==> config.mk <==
export PLATFORM = sky130hd
export DESIGN_NAME = led_blink_multi_flat
export DESIGN_NICKNAME = d
export VERILOG_FILES = /design/src/rtl/led_pkg.sv /design/src/rtl/led_blink_multi_if.sv /design/src/rtl/led_blink_multi_chan.sv /design/src/rtl/led_blink_multi.sv /design/src/flat_wrapper.sv
export SDC_FILE = /design/constraint.sdc
export NUM_CORES = 1
export LEC_CHECK = 0
export CAP_MARGIN = 20
export CORE_MARGIN = 2
export CORE_UTILIZATION = 25
export CTS_BUF_LIST = sky130_fd_sc_hd__clkbuf_4 sky130_fd_sc_hd__clkbuf_8
export CTS_CLUSTER_SIZE = 20
export DETAILED_ROUTE_END_ITERATION = 10
export GPL_ROUTABILITY_DRIVEN = 0
export PLACE_DENSITY = 0.38
export SLEW_MARGIN = 20
export SYNTH_ARGS = -nofsm -noshare
export SYNTH_HDL_FRONTEND = slang
export SYNTH_SLANG_ARGS = --single-unit
==> constraint.sdc <==
create_clock -name clk -period 8.55 [get_ports clk]
set_input_delay 0.855 -clock clk [delete_from_list [all_inputs] [get_ports clk]]
set_output_delay 0.855 -clock clk [all_outputs]
set_load 0.005 [all_outputs]
==> src/rtl/led_pkg.sv <==
// Shared definitions for the multi-channel LED driver: channel modes and
// the channel-index width helper used by the interface and the top level.
package led_pkg;

    typedef enum logic [1:0] {
        LED_OFF   = 2'd0,
        LED_ON    = 2'd1,
        LED_BLINK = 2'd2,
        LED_PULSE = 2'd3
    } led_mode_t;

    // A single channel still needs a one-bit index field.
    function automatic int ch_width(input int nch);
        return (nch > 1) ? $clog2(nch) : 1;
    endfunction

endpackage

==> src/rtl/led_blink_multi_if.sv <==
// Configuration write port and LED status outputs of the LED driver.
// The controller uses the master modport; the driver uses the slave modport.
interface led_blink_multi_if #(
    parameter int NCH   = 3,
    parameter int PER_W = 16
);
    import led_pkg::*;

    localparam int CH_W = ch_width(NCH);

    logic             wr_en;
    logic [CH_W-1:0]  wr_ch;
    logic [1:0]       wr_mode;
    logic [PER_W-1:0] wr_period;
    logic [NCH-1:0]   led;
    logic [NCH-1:0]   busy;
    logic             tick;

    modport master (
        output wr_en, wr_ch, wr_mode, wr_period,
        input  led, busy, tick
    );

    modport slave (
        input  wr_en, wr_ch, wr_mode, wr_period,
        output led, busy, tick
    );

endinterface

==> src/rtl/led_blink_multi_chan.sv <==
// One LED channel: holds its mode, period and tick counter, and produces the
// logical lit level plus a busy flag while a one-shot pulse is running.
module led_chan
    import led_pkg::*;
#(
    parameter int PER_W = 16
) (
    input  logic             clk,
    input  logic             rst_n,
    input  logic             tick,
    input  logic             wr,
    input  logic [1:0]       mode_in,
    input  logic [PER_W-1:0] period_in,
    output logic             lvl,
    output logic             busy
);

    led_mode_t        mode;
    logic [PER_W-1:0] period;
    logic [PER_W-1:0] cnt;
    logic [PER_W-1:0] last;

    // A programmed period of zero behaves like a period of one tick.
    assign last = (period == '0) ? '0 : period - 1'b1;

    // A write always wins over a coincident tick, so the new setting starts
    // its count cleanly from zero.
    always_ff @(posedge clk or negedge rst_n) begin
        if (!rst_n) begin
            mode   <= LED_OFF;
            period <= '0;
            cnt    <= '0;
            lvl    <= 1'b0;
        end else if (wr) begin
            mode   <= led_mode_t'(mode_in);
            period <= period_in;
            cnt    <= '0;
            lvl    <= (led_mode_t'(mode_in) != LED_OFF);
        end else if (tick) begin
            case (mode)
                LED_BLINK: begin
                    if (cnt == last) begin
                        cnt <= '0;
                        lvl <= ~lvl;
                    end else begin
                        cnt <= cnt + 1'b1;
                    end
                end
                LED_PULSE: begin
                    if (cnt == last) begin
                        cnt  <= '0;
                        lvl  <= 1'b0;
                        mode <= LED_OFF;
                    end else begin
                        cnt <= cnt + 1'b1;
                    end
                end
                default: cnt <= '0;
            endcase
        end
    end

    assign busy = (mode == LED_PULSE);

endmodule

==> src/rtl/led_blink_multi.sv <==
// N-channel LED driver: a shared prescaler generates the base tick and each
// channel blinks or pulses in units of that tick, with optional pin inversion.
module led_blink_multi
    import led_pkg::*;
#(
    parameter int NCH        = 3,
    parameter int TICK_DIV   = 50000,
    parameter int PER_W      = 16,
    parameter int ACTIVE_LOW = 1
) (
    input  logic             clk,
    input  logic             rst_n,
    led_blink_multi_if.slave bus
);

    localparam int CH_W  = ch_width(NCH);
    localparam int PRE_W = $clog2(TICK_DIV);

    logic [PRE_W-1:0] count;
    logic             tick_q;
    logic [NCH-1:0]   wr_vec;
    logic [NCH-1:0]   lvl;
    logic [NCH-1:0]   busy_vec;

    // The strobe is registered so every channel sees one clean clk-wide tick.
    always_ff @(posedge clk or negedge rst_n) begin
        if (!rst_n) begin
            count  <= '0;
            tick_q <= 1'b0;
        end else if (count == PRE_W'(TICK_DIV - 1)) begin
            count  <= '0;
            tick_q <= 1'b1;
        end else begin
            count  <= count + 1'b1;
            tick_q <= 1'b0;
        end
    end

    for (genvar i = 0; i < NCH; i++) begin : g_ch
        // Out-of-range channel indices match no channel and are dropped.
        assign wr_vec[i] = bus.wr_en && (bus.wr_ch == CH_W'(i));

        led_chan #(
            .PER_W (PER_W)
        ) u_chan (
            .clk       (clk),
            .rst_n     (rst_n),
            .tick      (tick_q),
            .wr        (wr_vec[i]),
            .mode_in   (bus.wr_mode),
            .period_in (bus.wr_period),
            .lvl       (lvl[i]),
            .busy      (busy_vec[i])
        );
    end

    assign bus.led  = lvl ^ {NCH{ACTIVE_LOW != 0}};
    assign bus.busy = busy_vec;
    assign bus.tick = tick_q;

endmodule
==> src/flat_wrapper.sv <==
// flat-port wrapper written by rule: the top's interface ports become plain ports
module led_blink_multi_flat import led_pkg::*;
#(
    parameter int NCH        = 3,
    parameter int TICK_DIV   = 50000,
    parameter int PER_W      = 16,
    parameter int ACTIVE_LOW = 1
)
  (clk, rst_n, bus_wr_en, bus_wr_ch, bus_wr_mode, bus_wr_period, bus_led, bus_busy, bus_tick);
  led_blink_multi_if #(.NCH(NCH), .PER_W(PER_W)) bus_i ();
  input  logic clk;
  input  logic rst_n;
  input wire logic [$bits(bus_i.wr_en)-1:0] bus_wr_en;
  input wire logic [$bits(bus_i.wr_ch)-1:0] bus_wr_ch;
  input wire logic [$bits(bus_i.wr_mode)-1:0] bus_wr_mode;
  input wire logic [$bits(bus_i.wr_period)-1:0] bus_wr_period;
  output wire logic [$bits(bus_i.led)-1:0] bus_led;
  output wire logic [$bits(bus_i.busy)-1:0] bus_busy;
  output wire logic [$bits(bus_i.tick)-1:0] bus_tick;
  assign bus_i.wr_en = bus_wr_en;
  assign bus_i.wr_ch = bus_wr_ch;
  assign bus_i.wr_mode = bus_wr_mode;
  assign bus_i.wr_period = bus_wr_period;
  assign bus_led = bus_i.led;
  assign bus_busy = bus_i.busy;
  assign bus_tick = bus_i.tick;
  led_blink_multi #(.NCH(NCH), .TICK_DIV(TICK_DIV), .PER_W(PER_W), .ACTIVE_LOW(ACTIVE_LOW)) u_core (.clk(clk), .rst_n(rst_n), .bus(bus_i));
endmodule
==> results.toml <==
[outcome]
status = "finished clean"

[sta]
tns_ps = 0
tightest_slew_ps = 1040
fin_skew_ps = 17.9
min_period_ps = 4210
rsz0062_at_grt = "false"
fin_ws_ps = 4340
hold_viol = 0
hold_slack_ps = 351
slew_headroom = 0.302
finalCritPeriodShare = 0.493
setup_viol = 0
maxSlewViolCount = 0
max_freq_ghz = 0.237

[detailed_routing]
first_iter_violations = 412
met3_length_um = 626
drtAntennaViolNets = 0
via_per_inst = 5.27
drc = 0
wl_per_cell_um = 17.6
top_layer = "met5"
met1_length_mm = 11.9
routed_wl_mm = 23.6
vias = 7052
routed-wl-met2_mm = 10.7
drt-pass1-iter-count = 5

[pwr]
peakVddDrop_v = 0.000103
p_leak_uw = 0.00350
p_per_area_nw_per_um2 = 185
finalPower_uw = 1690

[worst_setup_path]
max_stage_delay_ps = 770
path_cells = "inv_1 > ha_1 > nor3b_1 > nand4_1 > and3_1 > a211oi_1 > nor2b_1 > nand4_1 > nand2_1 > o311ai_0"
arrival_ps = 4540
start_kind = "register"
path_class = "reg2reg"
worstPathMaxFanout = 20
path_common_cell = "nand4_1"
critPathSlowestCell = "nor3b_1"
end_kind = "register"
cp.required_ps = 8880

[layout]
nNetsFinal = 953
fill_cells = 3352
area_growth_syn_to_layout_pct = 13.1
finalInstanceArea_um2 = 9120
drive_above_1_share = 0.100
num_antenna_cells = 0

[job]
maxCapViolations = 0

[yosys]
synthArstFlopShare = 1.00
synth-seq-area-share = 0.378
syn_avg_cell_area_um2 = 8.62
postSynthCellCount = 936
yosysTopAreaCellShare = 0.378
yosys-top-cells-area = "dfrtp_1 38%, nand2_1 5.2%, mux2_2 4.5%"
ys_ff_latch = 122
netlist_area_um2 = 8070
synth_nets = 966
synth-edff-count = 0
synth_ff_type = "dfrtp_1"
synth_area_leader_cell = "dfrtp_1"
synth.distinct_cells = 72
yosysWarnings = 0

[floorplan]
initial_utilization = 0.255
ioPinCount = 30
die_h_um = 184
coreArea_um2 = 31600
rows = 65
die_area_um2 = 33700
fp.dieW_um = 184

[grt]
antenna_found_initial = 1
grt_pass1_vias = 6795
grt_overflow_total = 0
grt_max_degree = 71
grt_pass1_wl_mm = 38.8
grt_use_total = 0.146

[clock_tree]
clk_latency_ps = 450
cts-root-buf = "clkbuf_8"
clk_pin_slew_ps = 80
cts_hold_buf = 0
clockBufferDepth = 2
ctsHtreeMaxLevel = 4
cts_tree = "yes"
cts_setup_buffers = 0
cts_made_buffers = 17
clock-sinks = 122
cts_resized = 0

[placed_design]
pre_cts_ws_ps = 4320
portBuffers = 29
hpwl_mm = 17.0
dpl_cell_area_um2 = 8650

[min_path]
hp-class = "in2async"
-- metrics by stage --
stage	std cells	util
finish	1338	0.288
global placement	1306	0.273
floorplan	936	-
detailed placement	1306	0.273
CTS	1338	0.288
global route	1338	0.288
-- worst max-delay path, delay by kind of cell, from the launching register on --
| kind | cells | cell delay (ps) |
|---|---|---|
| AO/OA/AOI/OAI | 2 | 780 |
| adder cells (fa/ha/maj) | 1 | 200 |
| buffers and inverters | 1 | 140 |
| flip-flops | 1 | 440 |
| AND/OR/NAND/NOR | 6 | 2520 |
-- per-layer routing --
metal / global-route usage / vias to the layer above
met4: 0.0429 / 2
li1: - / 3455
met1: 0.206 / 3469
met2: 0.227 / 102
met3: 0.0273 / 24
met5: 0 / -
-- layout by cell type (no fill, tap or decap), types with 5 or more instances in the layout --
| master | Yosys | routed |
|---|---|---|
| dfrtp_1 | 122 | 122 |
| nand2_1 | 111 | 111 |
| nor2_1 | 57 | 56 |
| nand3_1 | 49 | 49 |
| o21ai_0 | 48 | 48 |
| mux2_2 | 32 | 32 |
| xnor2_1 | 30 | 30 |
| inv_1 | 28 | 28 |
| clkdlybuf4s50_1 | 0 | 28 |
| nand4_1 | 27 | 27 |
| nor4_1 | 28 | 27 |
| or4_1 | 25 | 25 |
| and3_1 | 24 | 24 |
| nor3_1 | 24 | 24 |
| a21oi_1 | 19 | 19 |
| clkbuf_8 | 0 | 19 |
| mux2i_1 | 17 | 17 |
| a31oi_1 | 16 | 16 |
| xor2_1 | 15 | 15 |
| nand2b_1 | 15 | 15 |
| or3_1 | 14 | 14 |
| o31ai_1 | 13 | 13 |
| o311ai_0 | 13 | 13 |
| nor2b_1 | 12 | 12 |
| buf_4 | 3 | 10 |
| nor3b_1 | 10 | 9 |
| nor4b_1 | 7 | 7 |
| ha_1 | 7 | 7 |
| a21o_1 | 6 | 6 |
| and2_1 | 6 | 6 |
| or2_2 | 5 | 5 |
| o2bb2ai_1 | 5 | 5 |
| bufinv_16 | 0 | 5 |
-- sequential cells by signal (all words and copies together), names as in the netlist --
register	flops
u_core.g_ch.u_chan.lvl	3
u_core.g_ch.u_chan.period	48
u_core.count	16
u_core.bus.tick	1
u_core.g_ch.u_chan.mode	6
u_core.g_ch.u_chan.cnt	48
-- cell families after synthesis --
group	after synthesis	share of synthesized area
adders and majority gates	7	0.0109
xor gates and xnor gates	46	0.0516
and+or+nand+nor	432	0.287
DFF	122	0.378
AOI/OAI and AO/OA	181	0.157
buffers and inverters	99	0.0498
muxes	49	0.0658
-- final timing paths --
kind / start / slack [ps] / endpoint / depth (start not counted)
max: u_core.g_ch[0].u_chan.period[0] / 4340 / u_core.g_ch[0].u_chan.cnt[5] / 10
min: rst_n / 350 / u_core.g_ch[2].u_chan.cnt[1] / 1
max reg2reg: u_core.g_ch[0].u_chan.period[0] / 4340 / u_core.g_ch[0].u_chan.cnt[5] / 10
min reg2reg: u_core.count[0] / 460 / u_core.count[0] / 1
max in group asynchronous: rst_n / 6810 / u_core.count[10] / 2
min in group clk: u_core.count[0] / 460 / u_core.count[0] / 1
-- Yosys cell counts (25+ instances only) --
master and count:
nand2_1 111, xnor2_1 30, nand4_1 27, nand3_1 49
o21ai_0 48, nor4_1 28, or4_1 25, clkbuf_1 56
mux2_2 32, nor2_1 57, inv_1 28, dfrtp_1 122
-- area by class of cell --
| type | count | area (um^2) | area share |
|---|---|---|---|
| multi-input combinational | 715 | 4630 | 0.507 |
| sequential | 122 | 3050 | 0.335 |
| tap | 402 | 503 | 0.0551 |
| timing repair buffer | 39 | 367 | 0.0402 |
| clock buffer | 21 | 277 | 0.0303 |
| clock inverter | 11 | 193 | 0.0211 |
| inverter | 28 | 105 | 0.0115 |
-- report_power, final --
part	internal (uW)	total (uW)	switching, uW
Combinational	160	345	186
Sequential	629	717	87.5
Clock	369	628	259
Note: power is estimated with default switching activity, not from simulation.
